[src/rtl/vga_pkg.sv]
// Shared VGA/VRAM constants, arbiter state encoding and the write-FIFO entry layout.
// Latency: n/a (declarations only).
// Backpressure: n/a.
package vga_pkg;

  localparam int H_ACTIVE = 640;
  localparam int V_ACTIVE = 480;
  localparam int PIX_W    = 12;
  localparam int VADDR_W  = 19;
  localparam int ROW_W    = 9;
  localparam int COL_W    = 10;

  // Last visible row/column, sized to the coordinate buses.
  localparam logic [ROW_W-1:0] ROW_MAX = ROW_W'(V_ACTIVE - 1);
  localparam logic [COL_W-1:0] COL_MAX = COL_W'(H_ACTIVE - 1);

  typedef enum logic [1:0] {
    IDLE  = 2'd0,
    SCAN  = 2'd1,
    DRAIN = 2'd2
  } arb_state_t;

  // One pending pixel write as held in the write FIFO.
  typedef struct packed {
    logic [ROW_W-1:0] row;
    logic [COL_W-1:0] col;
    logic [PIX_W-1:0] data;
  } wr_ent_t;

  // True when (row, col) lies inside the visible frame.
  function automatic logic in_frame(input logic [ROW_W-1:0] row,
                                    input logic [COL_W-1:0] col);
    return (row <= ROW_MAX) && (col <= COL_MAX);
  endfunction

endpackage

[src/rtl/vram_arbiter_if.sv]
// Bundle of scanout, pixel-writer and VRAM signals around the arbiter.
// Latency: n/a (wiring only).
// Backpressure: writer side is valid/ready; scanout and VRAM sides have none.
// Ports: scan_rd/scan_row/scan_col -> scan_pix; wr_valid/wr_row/wr_col/wr_data <-> wr_ready;
//        mem_addr/mem_we/mem_wdata -> VRAM, mem_rdata <- VRAM; stall_cnt statistic.
interface vram_arbiter_if;
  import vga_pkg::*;

  logic               scan_rd;
  logic [ROW_W-1:0]   scan_row;
  logic [COL_W-1:0]   scan_col;
  logic [PIX_W-1:0]   scan_pix;

  logic               wr_valid;
  logic               wr_ready;
  logic [ROW_W-1:0]   wr_row;
  logic [COL_W-1:0]   wr_col;
  logic [PIX_W-1:0]   wr_data;

  logic [VADDR_W-1:0] mem_addr;
  logic               mem_we;
  logic [PIX_W-1:0]   mem_wdata;
  logic [PIX_W-1:0]   mem_rdata;

  logic [15:0]        stall_cnt;

  // master: the arbiter itself (serves the scanout/writer, drives the VRAM).
  modport master (
    input  scan_rd, scan_row, scan_col, wr_valid, wr_row, wr_col, wr_data, mem_rdata,
    output scan_pix, wr_ready, mem_addr, mem_we, mem_wdata, stall_cnt
  );

  // slave: the surroundings (scanout, pixel writer and the VRAM macro).
  modport slave (
    output scan_rd, scan_row, scan_col, wr_valid, wr_row, wr_col, wr_data, mem_rdata,
    input  scan_pix, wr_ready, mem_addr, mem_we, mem_wdata, stall_cnt
  );
endinterface

[src/rtl/vram_wr_fifo.sv]
// Small circular FIFO holding pixel writes until a free VRAM cycle.
// Latency: a push is visible at the head on the next cycle; head is read combinationally.
// Backpressure: push ignored when full, pop ignored when empty; full/count are registered.
// Ports: vga_clk, rst (async active-low), push/push_dat, pop/head_dat, full, empty, count.
module vram_wr_fifo #(
  parameter int DEPTH = 4,
  parameter int W     = 31
) (
  input  logic                   vga_clk,
  input  logic                   rst,
  input  logic                   push,
  input  logic [W-1:0]           push_dat,
  input  logic                   pop,
  output logic [W-1:0]           head_dat,
  output logic                   full,
  output logic                   empty,
  output logic [$clog2(DEPTH):0] count
);
  localparam int AW = $clog2(DEPTH);

  logic [W-1:0]  mem [DEPTH];
  logic [AW-1:0] wptr;
  logic [AW-1:0] rptr;
  logic          do_push;
  logic          do_pop;

  assign do_push  = push && !full;
  assign do_pop   = pop && !empty;
  assign full     = (count == (AW+1)'(DEPTH));
  assign empty    = (count == '0);
  assign head_dat = mem[rptr];

  // DEPTH is a power of two, so the pointers wrap on natural overflow.
  always_ff @(posedge vga_clk or negedge rst) begin
    if (!rst) begin
      wptr  <= '0;
      rptr  <= '0;
      count <= '0;
    end else begin
      if (do_push) wptr <= wptr + 1'b1;
      if (do_pop)  rptr <= rptr + 1'b1;
      case ({do_push, do_pop})
        2'b10:   count <= count + 1'b1;
        2'b01:   count <= count - 1'b1;
        default: count <= count;
      endcase
    end
  end

  always_ff @(posedge vga_clk) begin
    if (do_push) mem[wptr] <= push_dat;
  end

endmodule

[src/rtl/vram_arbiter.sv]
// Single-port VRAM arbiter: scanout reads always win, buffered pixel writes fill idle cycles.
// Latency: one VRAM access per cycle; scan_pix returns the pixel 1 cycle after the read.
// Backpressure: wr_ready drops while the write FIFO is full; scanout is never held off.
// Ports: vga_clk, rst (async active-low), bus (vram_arbiter_if.master).
// Optional VRAM_ARBITER_STATS_EN: stall_cnt counts cycles with wr_valid=1 and wr_ready=0
// (saturating); without it stall_cnt is tied to 0.
module vram_arbiter
  import vga_pkg::*;
#(
  parameter int FIFO_DEPTH = 4
) (
  input  logic           vga_clk,
  input  logic           rst,
  vram_arbiter_if.master bus
);
  localparam int CNT_W = $clog2(FIFO_DEPTH) + 1;

  arb_state_t       state;
  arb_state_t       state_q;
  wr_ent_t          push_ent;
  wr_ent_t          head_ent;
  logic             push;
  logic             pop;
  logic             fifo_full;
  logic             fifo_empty;
  logic [CNT_W-1:0] fifo_count;

  // Readiness depends only on the registered occupancy, so a pop in the
  // same cycle never opens a slot for a push when full.
  assign bus.wr_ready = (fifo_count < CNT_W'(FIFO_DEPTH));

  // Off-screen writes are accepted from the writer but dropped here.
  assign push     = bus.wr_valid && !fifo_full && in_frame(bus.wr_row, bus.wr_col);
  assign push_ent = '{row: bus.wr_row, col: bus.wr_col, data: bus.wr_data};

  vram_wr_fifo #(
    .DEPTH (FIFO_DEPTH),
    .W     ($bits(wr_ent_t))
  ) u_fifo (
    .vga_clk  (vga_clk),
    .rst      (rst),
    .push     (push),
    .push_dat (push_ent),
    .pop      (pop),
    .head_dat (head_ent),
    .full     (fifo_full),
    .empty    (fifo_empty),
    .count    (fifo_count)
  );

  // The access type is chosen fresh every cycle so the scanout read is issued
  // in the very cycle it is requested; state_q remembers last cycle's choice.
  always_ff @(posedge vga_clk or negedge rst) begin
    if (!rst) state_q <= IDLE;
    else      state_q <= state;
  end

  always_comb begin
    state         = IDLE;
    pop           = 1'b0;
    bus.mem_addr  = '0;
    bus.mem_we    = 1'b0;
    bus.mem_wdata = '0;
    if (!rst)              state = IDLE;
    else if (bus.scan_rd)  state = SCAN;
    else if (!fifo_empty)  state = DRAIN;
    case (state)
      SCAN: begin
        bus.mem_addr = {bus.scan_row, bus.scan_col};
      end
      DRAIN: begin
        bus.mem_addr  = {head_ent.row, head_ent.col};
        bus.mem_we    = 1'b1;
        bus.mem_wdata = head_ent.data;
        pop           = 1'b1;
      end
      default: ;
    endcase
  end

  // VRAM read data already arrives one cycle after the address, so the
  // registered qualifier (last cycle was SCAN) selects it straight through;
  // any other cycle shows black.
  assign bus.scan_pix = (state_q == SCAN) ? bus.mem_rdata : '0;

`ifdef VRAM_ARBITER_STATS_EN
  logic [15:0] stall_q;

  always_ff @(posedge vga_clk or negedge rst) begin
    if (!rst) begin
      stall_q <= '0;
    end else if (bus.wr_valid && !bus.wr_ready && (stall_q != 16'hFFFF)) begin
      stall_q <= stall_q + 16'd1;
    end
  end

  assign bus.stall_cnt = stall_q;
`else
  assign bus.stall_cnt = '0;
`endif

endmodule

[src/flat_wrapper.sv]
// flat-port wrapper written by rule: the top's interface ports become plain ports
module vram_arbiter_flat import vga_pkg::*;
#(
  parameter int FIFO_DEPTH = 4
)
  (vga_clk, rst, bus_scan_rd, bus_scan_row, bus_scan_col, bus_wr_valid, bus_wr_row, bus_wr_col, bus_wr_data, bus_mem_rdata, bus_scan_pix, bus_wr_ready, bus_mem_addr, bus_mem_we, bus_mem_wdata, bus_stall_cnt);
  vram_arbiter_if bus_i ();
  input  logic vga_clk;
  input  logic rst;
  input wire logic [$bits(bus_i.scan_rd)-1:0] bus_scan_rd;
  input wire logic [$bits(bus_i.scan_row)-1:0] bus_scan_row;
  input wire logic [$bits(bus_i.scan_col)-1:0] bus_scan_col;
  input wire logic [$bits(bus_i.wr_valid)-1:0] bus_wr_valid;
  input wire logic [$bits(bus_i.wr_row)-1:0] bus_wr_row;
  input wire logic [$bits(bus_i.wr_col)-1:0] bus_wr_col;
  input wire logic [$bits(bus_i.wr_data)-1:0] bus_wr_data;
  input wire logic [$bits(bus_i.mem_rdata)-1:0] bus_mem_rdata;
  output wire logic [$bits(bus_i.scan_pix)-1:0] bus_scan_pix;
  output wire logic [$bits(bus_i.wr_ready)-1:0] bus_wr_ready;
  output wire logic [$bits(bus_i.mem_addr)-1:0] bus_mem_addr;
  output wire logic [$bits(bus_i.mem_we)-1:0] bus_mem_we;
  output wire logic [$bits(bus_i.mem_wdata)-1:0] bus_mem_wdata;
  output wire logic [$bits(bus_i.stall_cnt)-1:0] bus_stall_cnt;
  assign bus_i.scan_rd = bus_scan_rd;
  assign bus_i.scan_row = bus_scan_row;
  assign bus_i.scan_col = bus_scan_col;
  assign bus_i.wr_valid = bus_wr_valid;
  assign bus_i.wr_row = bus_wr_row;
  assign bus_i.wr_col = bus_wr_col;
  assign bus_i.wr_data = bus_wr_data;
  assign bus_i.mem_rdata = bus_mem_rdata;
  assign bus_scan_pix = bus_i.scan_pix;
  assign bus_wr_ready = bus_i.wr_ready;
  assign bus_mem_addr = bus_i.mem_addr;
  assign bus_mem_we = bus_i.mem_we;
  assign bus_mem_wdata = bus_i.mem_wdata;
  assign bus_stall_cnt = bus_i.stall_cnt;
  vram_arbiter #(.FIFO_DEPTH(FIFO_DEPTH)) u_core (.vga_clk(vga_clk), .rst(rst), .bus(bus_i));
endmodule
[config.mk]
export PLATFORM = sky130hd
export DESIGN_NAME = vram_arbiter_flat
export DESIGN_NICKNAME = d
export VERILOG_FILES = /design/src/rtl/vga_pkg.sv /design/src/rtl/vram_arbiter_if.sv /design/src/rtl/vram_wr_fifo.sv /design/src/rtl/vram_arbiter.sv /design/src/flat_wrapper.sv
export SDC_FILE = /design/constraint.sdc
export NUM_CORES = 1
export LEC_CHECK = 0
export CAP_MARGIN = 30
export CORE_MARGIN = 8
export CORE_UTILIZATION = 42
export CTS_BUF_LIST = sky130_fd_sc_hd__clkbuf_2 sky130_fd_sc_hd__clkbuf_4 sky130_fd_sc_hd__clkbuf_8
export DETAILED_ROUTE_END_ITERATION = 10
export GPL_TIMING_DRIVEN = 0
export PLACE_DENSITY = 0.83
export SYNTH_ARGS = -nofsm -noshare
export SYNTH_HDL_FRONTEND = slang
export SYNTH_SLANG_ARGS = --single-unit
[constraint.sdc]
create_clock -name vga_clk -period 2.28 [get_ports vga_clk]
set_input_delay 0.228 -clock vga_clk [delete_from_list [all_inputs] [get_ports vga_clk]]
set_output_delay 0.228 -clock vga_clk [all_outputs]
set_load 0.03 [all_outputs]
==> results of run 1 <==
[logic make-up after synthesis]
kind of cell    count (synthesis)
buf+inv                        37
fa+ha+maj                       6
flops                         133
compound gates                 20
simple gates                   39
xor+xnor                        6
other cells                     1
mux                            33
[repair_timing]
action | in CTS | in global routing
hold endpoints to repair | 9 | 0
hold buffers | 1 | 0
setup endpoints to repair | 42 | 23
setup buffers | 1 | 3
gates resized for setup | 183 | 55
gates cloned | 0 | 3
pin swaps | 0 | 15
[flip-flops by register name, summed over array words and instances, names as in the netlist]
name,cells
u_core.u_fifo.mem,124
u_core.u_fifo.wptr,2
u_core.u_fifo.count,3
u_core.state_q,2
u_core.u_fifo.rptr,2
[layout make-up]
class	instances	area (um^2)	area share [%]
buffer	30	270	3.66
clock buffer	18	241	3.27
clock inverter	14	153	2.06
inverter	7	26.3	0.355
multi-input combinational	120	1370	18.6
sequential	133	3950	53.4
tap	172	215	2.91
timing repair buffer	118	1160	15.7
[placed cells by master, fill, tap and decap left out, types with 2 or more instances in the layout]
cell / count
sky130_fd_sc_hd__clkbuf_2: 3
sky130_fd_sc_hd__xnor2_1: 3
sky130_fd_sc_hd__dlygate4sd2_1: 11
sky130_fd_sc_hd__bufinv_16: 2
sky130_fd_sc_hd__clkinv_2: 3
sky130_fd_sc_hd__buf_4: 20
sky130_fd_sc_hd__a22o_1: 19
sky130_fd_sc_hd__inv_6: 2
sky130_fd_sc_hd__mux4_2: 31
sky130_fd_sc_hd__ha_1: 4
sky130_fd_sc_hd__clkdlybuf4s50_1: 68
sky130_fd_sc_hd__buf_2: 15
sky130_fd_sc_hd__dfrtp_1: 9
sky130_fd_sc_hd__buf_6: 20
sky130_fd_sc_hd__clkinv_4: 3
sky130_fd_sc_hd__and2_2: 4
sky130_fd_sc_hd__conb_1: 16
sky130_fd_sc_hd__clkbuf_8: 17
sky130_fd_sc_hd__clkbuf_16: 3
sky130_fd_sc_hd__xor2_1: 3
sky130_fd_sc_hd__clkinvlp_4: 3
sky130_fd_sc_hd__inv_1: 7
sky130_fd_sc_hd__buf_12: 4
sky130_fd_sc_hd__nor3b_1: 2
sky130_fd_sc_hd__clkbuf_4: 3
sky130_fd_sc_hd__edfxtp_1: 124
sky130_fd_sc_hd__and2_1: 24
[path summary, 6_finish.rpt]
check	endpoint	slack, ns
min in group asynchronous	u_core.state_q[0]	0.55
worst min register to register	u_core.u_fifo.wptr[1]	0.60
worst max-delay path	bus_mem_addr[15]	0.04
worst max register to register	u_core.u_fifo.count[2]	0.06
worst min-delay path	u_core.u_fifo.mem[1][13]	0.43
max in group asynchronous	u_core.u_fifo.count[2]	1.43
[worst max-delay path, cell delays in order, from the launching register on]
cell,delay (ns)
sky130_fd_sc_hd__dfrtp_1,0.37
sky130_fd_sc_hd__buf_12,0.17
sky130_fd_sc_hd__clkbuf_16,0.17
sky130_fd_sc_hd__mux4_2,0.52
sky130_fd_sc_hd__a22o_1,0.20
sky130_fd_sc_hd__buf_6,0.14
[report_power, final]
group	switching, uW	total [uW]	internal (uW)
Combinational	1290	2680	1390
Clock	923	1920	994
Sequential	125	3170	3040
Total	2340	7770	5430
[layer usage]
layer	GRT usage (%)	up-vias	share of wire (%)
met5	0	-	0
met4	4.17	0	1.0
met2	23.9	117	49
met1	16.6	1544	41
met3	5.79	12	8.9
li1	-	1371	-
[per-stage QoR]
stage,total power (uW),worst slack (ns),utilization (%),hold WS (ns)
final,7770,0.0405,58.3,0.428
after global routing,8130,-0.0642,58.3,0.411
after CTS,7560,-0.0518,56.8,0.399
after detailed placement,5610,-0.866,54.1,0.533
after global placement,5540,-0.875,54.1,0.498
after floorplan,4810,0.142,-,-0.0676
==> reports/metrics.sh, run 1 <==
CLK_LATENCY_NS=0.43
DIE_X_UM=130
WORSTSETUPENDPOINTTYPE='output port'
CRIT_PATH_START='u_core.u_fifo.rptr[0]'
MAX_SLEW_MARGIN_PCT=39.8
PORTBUFFERS=110
DIE_AREA_UM2=17000
WORSTSETUPPATHTYPE='flop to output port'
WORST_HOLD_PATH_TYPE='input pin to flop'
SYNTH-WARNING-COUNT=0
FP.COREAREA_UM2=12700
SYNTH-EDFF-COUNT=124
TOP_REG_CELL_SYNTH='sky130_fd_sc_hd__edfxtp_1'
TRITONCTS='yes'
POSTPLACECELLAREA_UM2=6850
RUN_STATUS='complete, no violations'
GRT_SETUP_UNREPAIRED='true'
MIN_PERIOD_OVER_PERIOD_PCT=98.2
SETUP.WORST_PATH.START_CLASS='flop'
NETLIST_TOP_CELLS_COUNT='sky130_fd_sc_hd__edfxtp_1, sky130_fd_sc_hd__mux4_2, sky130_fd_sc_hd__and2_1'
YOSYS-MUX-AREA-FRACTION_PCT=13.2
SLEW_VIOLATIONS=0
HP-START='bus_wr_col[1]'
FLOORPLAN.INITIALDENSITY_PCT=43.3
LEAKAGE_uW=0.00273
R2R-START='u_core.u_fifo.count[0]'
TIMING.FMAX_MHz=447
COMBINATIONAL_FAMILY_WITH_THE_MOST_AREA_AFTER_SYNTHESIS='multiplexers'
SYNTH_AREA_PER_CELL_UM2=19.9
IOS=127
VDD.IR_DROP.WORST_V=0.000427
ROUTE.DETAILED.DRC=0
YOSYS.CELL_COUNT.TOP_TYPE='sky130_fd_sc_hd__edfxtp_1'
SYNTHDOMINANTAREACELLTYPE='sky130_fd_sc_hd__edfxtp_1'
SYNTH_TOP_AREA_SHARE_PCT=67.9
ROUTABILITY_DRIVEN_PLACEMENT_CONGESTION_RATIO=0.765
MIN_CLOCK_PERIOD_POST_ROUTE_NS=2.24
SYNTH_XOR_AREA_SHARE_PCT=0.959
FLOW.AREA_GROWTH_FROM_SYNTHESIS_PCT=34.9
NUMBER_OF_ANTENNA_VIOLATIONS_AT_THE_FIRST_CHECK_IN_GLOBAL_ROUTING=0
REGISTER_BIT_COUNT_REPORTED_BY_YOSYS=133
WORST_SLEW_PIN_SLEW_NS=0.904
POST_SYNTH_AND_OR_NAND_NOR_AREA_FRACTION_PCT=4.84
CAP_VIOLATIONS=0
GRT_OVERFLOW=0
FIN_CELLS=612
FIRST_GLOBAL_VIAS=3192
LARGEST_NET_DEGREE_AT_THE_START_OF_GLOBAL_ROUTING=32
FINAL_ANTENNA_NET_COUNT=0
TIMING.CRITICAL_PATH.FANOUT_MAX=9
FRACTION_OF_REGISTERS_WITH_ASYNC_SET_RESET_PCT=6.77
VIOLATION_COUNT_AFTER_THE_FIRST_DETAILED_ROUTING_ITERATION=143
TIMING.FINAL.HOLD_VIOLATIONS=0
RR_WORST_DEPTH=10
NUM_VIAS=3044
YS_SEQ_AREA_SHARE_PCT=72.1
LAYOUT.CELL_AREA.NON_FILLER_UM2=7390
CLOCK_TRANSITION_AT_THE_REGISTERS_OF_THE_REPORTED_PATHS_NS=0.08
ANTENNADIODECOUNT=0
STD_CELL_ROWS=41
GRT.TOTAL_USAGE_PCT=14.3
DETAILEDPLACEMENTHPWL_UM=7810
POST_SYNTH_NUM_CELL_TYPES=29
CRIT_ARRIVAL_NS=2.01
SYNTH_AREA_LEADERS='sky130_fd_sc_hd__edfxtp_1, sky130_fd_sc_hd__mux4_2, sky130_fd_sc_hd__dfrtp_1'
NUMCTSBUFFERS=17
DIE_Y_UM=130
WORSTHOLDPATHCELLS=1
FINAL-SETUP-VIOL-COUNT=0
SYNTH_AREA_UM2=5480
WL_PER_CELL_UM=19.8
LAYOUT.FILLER_CELLS=965
POST_ROUTE_CELLS_DRIVE_ABOVE_1_SHARE_PCT=32.3
POWER_PER_CELL_AREA_nW_PER_UM2=1050
FINAL_NETS=499
CTS_NUM_SINKS=133
SETUP_TNS_NS=0
POSTSYNTHCELLCOUNT=275
CTS.ROOT.BUFFER_CELL='sky130_fd_sc_hd__clkbuf_8'
TOTALWIRELENGTH_UM=12100
CLK_PATH_BUF_DEPTH=2
FIRST_PASS_GRT_WIRE_LENGTH_UM=17500
VIAS_PER_CELL=4.97
DETAILEDROUTE.FIRSTPASSITERATIONCOUNT=4
SYNTH-COMPOUND-AREA-SHARE_PCT=3.13
FIN_SKEW_NS=0.0121
SYNTH_ADDER_AREA_SHARE_PCT=1.51
WORSTPATHREQUIRED_NS=2.05
NUMPLACEDINSTANCES=572
H-TREE-DEPTH=4
(Power assumes the default switching activity.)
==> run 2: changes to the inputs <==
--- a/config.mk
+++ b/config.mk
@@ -11,7 +11,7 @@
 export CTS_BUF_LIST = sky130_fd_sc_hd__clkbuf_2 sky130_fd_sc_hd__clkbuf_4 sky130_fd_sc_hd__clkbuf_8
 export DETAILED_ROUTE_END_ITERATION = 10
 export GPL_TIMING_DRIVEN = 0
-export PLACE_DENSITY = 0.83
+export PLACE_DENSITY = 0.8
 export SYNTH_ARGS = -nofsm -noshare
 export SYNTH_HDL_FRONTEND = slang
 export SYNTH_SLANG_ARGS = --single-unit
==> constraint.sdc (replaced) <==
create_clock -name vga_clk -period 2.9 [get_ports vga_clk]
set_input_delay 0.29 -clock vga_clk [delete_from_list [all_inputs] [get_ports vga_clk]]
set_output_delay 0.29 -clock vga_clk [all_outputs]
set_load 0.03 [all_outputs]
==> run 2 against run 1 <==
Via count shrank 1.4%. Wire length shrank 2.5%. Utilization shrank 0.97 points. Non-clock buffer count shrank 7.
==> reports/metrics.sh, run 2 (synthesized netlist as in run 1, its figures left out) <==
WORSTREG2REGEND='u_core.u_fifo.count[2]'
TIMING.FMAX_MHz=359
VDD.IR_DROP.WORST_V=0.000472  # +11%
FIN_CELLS=605  # -1.1%
TIMING.FINAL.HOLD_VIOLATIONS=0  # unchanged
CAP_VIOLATIONS=0  # unchanged
LAYOUT.FILLER_CELLS=968  # +0.31%
CLOCK_TRANSITION_AT_THE_REGISTERS_OF_THE_REPORTED_PATHS_NS=0.08  # about the same
NUM_VIAS=3001  # -1.4%
STD_CELL_ROWS=41  # unchanged
FLOORPLAN.INITIALDENSITY_PCT=43.3  # unchanged
MAX_SLEW_MARGIN_PCT=37.4  # -2.4 points
POSTPLACECELLAREA_UM2=6850  # unchanged
TOTALWIRELENGTH_UM=11800  # -2.5%
WORSTPATHREQUIRED_NS=2.61  # +0.56 ns
DETAILEDPLACEMENTHPWL_UM=7820  # +0.19%
SETUP.WORST_PATH.START_CLASS='flop'
FF2FF_SETUP_SLACK_NS=0.53  # +0.47 ns
ANTENNADIODECOUNT=0  # unchanged
IOS=127  # unchanged
TIMING.CRITICAL_PATH.FANOUT_MAX=10  # +1
ROUTABILITY_DRIVEN_PLACEMENT_CONGESTION_RATIO=0.775  # +1.3%
WORSTSETUPPATHTYPE='flop to output port'
FINAL-SETUP-VIOL-COUNT=0  # unchanged
CRIT_ARRIVAL_NS=2.49  # +0.48 ns
WORSTHOLDPATHCELLS=1  # unchanged
CTS_NUM_SINKS=133  # unchanged
POST_ROUTE_CELLS_DRIVE_ABOVE_1_SHARE_PCT=22.9  # -9.4 points
TRITONCTS='yes'
FP.COREAREA_UM2=12700  # unchanged
NUMCTSBUFFERS=17  # unchanged
GRT_SETUP_UNREPAIRED='false'
FIRST_PASS_GRT_WIRE_LENGTH_UM=17600  # +0.39%
WORST_HOLD_PATH_TYPE='input pin to flop'
LEAKAGE_uW=0.00254  # -7.0%
FINAL_NETS=492  # -1.4%
ROUTE.DETAILED.DRC=0  # unchanged
POWER_PER_CELL_AREA_nW_PER_UM2=804  # -23%
R2R-START='u_core.u_fifo.count[0]'
LARGEST_REGISTER_FF_COUNT=124  # unchanged
WORSTSETUPENDPOINTTYPE='output port'
GRT_OVERFLOW=0  # unchanged
PORTBUFFERS=110  # unchanged
DETAILEDROUTE.FIRSTPASSITERATIONCOUNT=5  # +1
SLEW_VIOLATIONS=0  # unchanged
TOP_REGISTER='u_core.u_fifo.mem'
LARGEST_NET_DEGREE_AT_THE_START_OF_GLOBAL_ROUTING=32  # unchanged
DIE_Y_UM=130  # unchanged
RUN_STATUS='complete, no violations'
FIRST_GLOBAL_VIAS=3270  # +2.4%
DIE_AREA_UM2=17000  # unchanged
DIE_X_UM=130  # unchanged
DETAILEDPLACE.WORSTSLACK_NS=-0.322  # +0.544 ns
MOSTFREQUENTLAYOUTCELL='sky130_fd_sc_hd__edfxtp_1'
H-TREE-DEPTH=4  # unchanged
HP-START='bus_wr_row[3]'
NUMBER_OF_ANTENNA_VIOLATIONS_AT_THE_FIRST_CHECK_IN_GLOBAL_ROUTING=0  # unchanged
CTS_SETUP_BUFFERS=0  # -1
CTS.ROOT.BUFFER_CELL='sky130_fd_sc_hd__clkbuf_8'
MIN_PERIOD_OVER_PERIOD_PCT=96.0
FIN_SKEW_NS=0.00817  # -0.00391 ns
FINAL_CRITICAL_PATH_SETUP_SLACK_NS=0.117  # +0.0766 ns
MIN_CLOCK_PERIOD_POST_ROUTE_NS=2.78
CLK_LATENCY_NS=0.43  # about the same
LAYOUT_TOP_REGISTERS='u_core.u_fifo.mem: 124 flops, u_core.u_fifo.count: 3 flops'
FINAL_ANTENNA_NET_COUNT=0  # unchanged
FLOW.AREA_GROWTH_FROM_SYNTHESIS_PCT=32.6
MIN_TO='u_core.u_fifo.mem[1][25]'
POWER_uW=5850  # -25%
FINAL_CELL_MIX='sky130_fd_sc_hd__edfxtp_1, sky130_fd_sc_hd__clkdlybuf4s50_1, sky130_fd_sc_hd__mux4_2'
VIOLATION_COUNT_AFTER_THE_FIRST_DETAILED_ROUTING_ITERATION=149  # +4.2%
WL_PER_CELL_UM=19.5  # -1.4%
VIAS_PER_CELL=4.96  # -0.27%
RR_WORST_DEPTH=10  # unchanged
LAYOUT.CELL_AREA.NON_FILLER_UM2=7270  # -1.7%
CLK_PATH_BUF_DEPTH=2  # unchanged
GRT.TOTAL_USAGE_PCT=14.3  # +0.063 points
WORST_SLEW_PIN_SLEW_NS=0.939  # +0.0353 ns
NUMPLACEDINSTANCES=572  # unchanged
run 2: what timing repair did:
item / CTS / global route
hold endpoints to repair: 9 / 0
gates resized for setup: 7 / 1
pin swaps: 0 / 0
setup endpoints to repair: 31 / 4
hold buffers: 1 / 0
run 2: worst max-delay path by stage:
stage / start / endpoint / slack, ns / cells after the start
after floorplan: u_core.u_fifo.count[0] / u_core.u_fifo.count[2] / 0.76 / 10
after global placement: rst / bus_mem_wdata[2] / -0.34 / 5
after detailed placement: rst / bus_mem_wdata[8] / -0.32 / 5
after CTS: u_core.u_fifo.count[0] / bus_mem_addr[13] / 0.03 / 5
after global routing: u_core.u_fifo.rptr[0] / bus_mem_addr[13] / 0.02 / 5
final: u_core.u_fifo.count[0] / bus_mem_wdata[8] / 0.12 / 5
run 2: power breakdown:
group          internal [uW]  leakage [uW]  total, uW  switching, uW
Clock                    767      0.000193       1500            737
Sequential              2390       0.00123       2480           90.7
Combinational            908       0.00111       1860            952
run 2: per-layer routing:
layer / global-route usage, % / part of all wire (%) / vias up / wire, um
met5: 0 / 0 / - / 0
met4: 6.15 / 1.3 / 0 / 159
met3: 4.57 / 9.6 / 15 / 1140
met2: 25.0 / 51 / 123 / 5960
met1: 15.8 / 38 / 1509 / 4540
li1: - / - / 1354 / -
run 2: per-stage QoR:
step	utilization, %	setup TNS, ns	hold WS (ns)
floorplan	-	0	-0.00559
global placement	54.1	-5.99	0.497
detailed placement	54.1	-6.87	0.537
CTS	57.4	0	0.458
global route	57.4	0	0.479
finish	57.4	0	0.483
run 2: cell type report:
cell class,instances,area (um^2),share of cell area [%]
plain buffers,30,214,2.94
multi-input cells,120,1370,18.8
well taps,172,215,2.96
repair buffers,111,1110,15.3
flip-flops and latches,133,3950,54.3
clock buffers,17,234,3.22
inverters,7,26.3,0.361
clock inverters,15,155,2.13
run 2: worst max-delay path, stage by stage (launching register included):
cell                              delay (ns)
sky130_fd_sc_hd__dfrtp_1                0.44
sky130_fd_sc_hd__nor3_2                 0.11
sky130_fd_sc_hd__nor3b_4                0.33
sky130_fd_sc_hd__clkbuf_2               0.30
sky130_fd_sc_hd__and2_1                 0.19
sky130_fd_sc_hd__clkdlybuf4s50_1        0.68
==> run 3: changes to the inputs <==
--- a/config.mk
+++ b/config.mk
@@ -9,6 +9,7 @@
 export CORE_MARGIN = 8
 export CORE_UTILIZATION = 42
 export CTS_BUF_LIST = sky130_fd_sc_hd__clkbuf_2 sky130_fd_sc_hd__clkbuf_4 sky130_fd_sc_hd__clkbuf_8
+export CTS_CLUSTER_DIAMETER = 80
 export DETAILED_ROUTE_END_ITERATION = 10
 export GPL_TIMING_DRIVEN = 0
 export PLACE_DENSITY = 0.8
==> results of run 3 <==
Same layout as run 2: the final DEF is identical, and so are final timing and power.
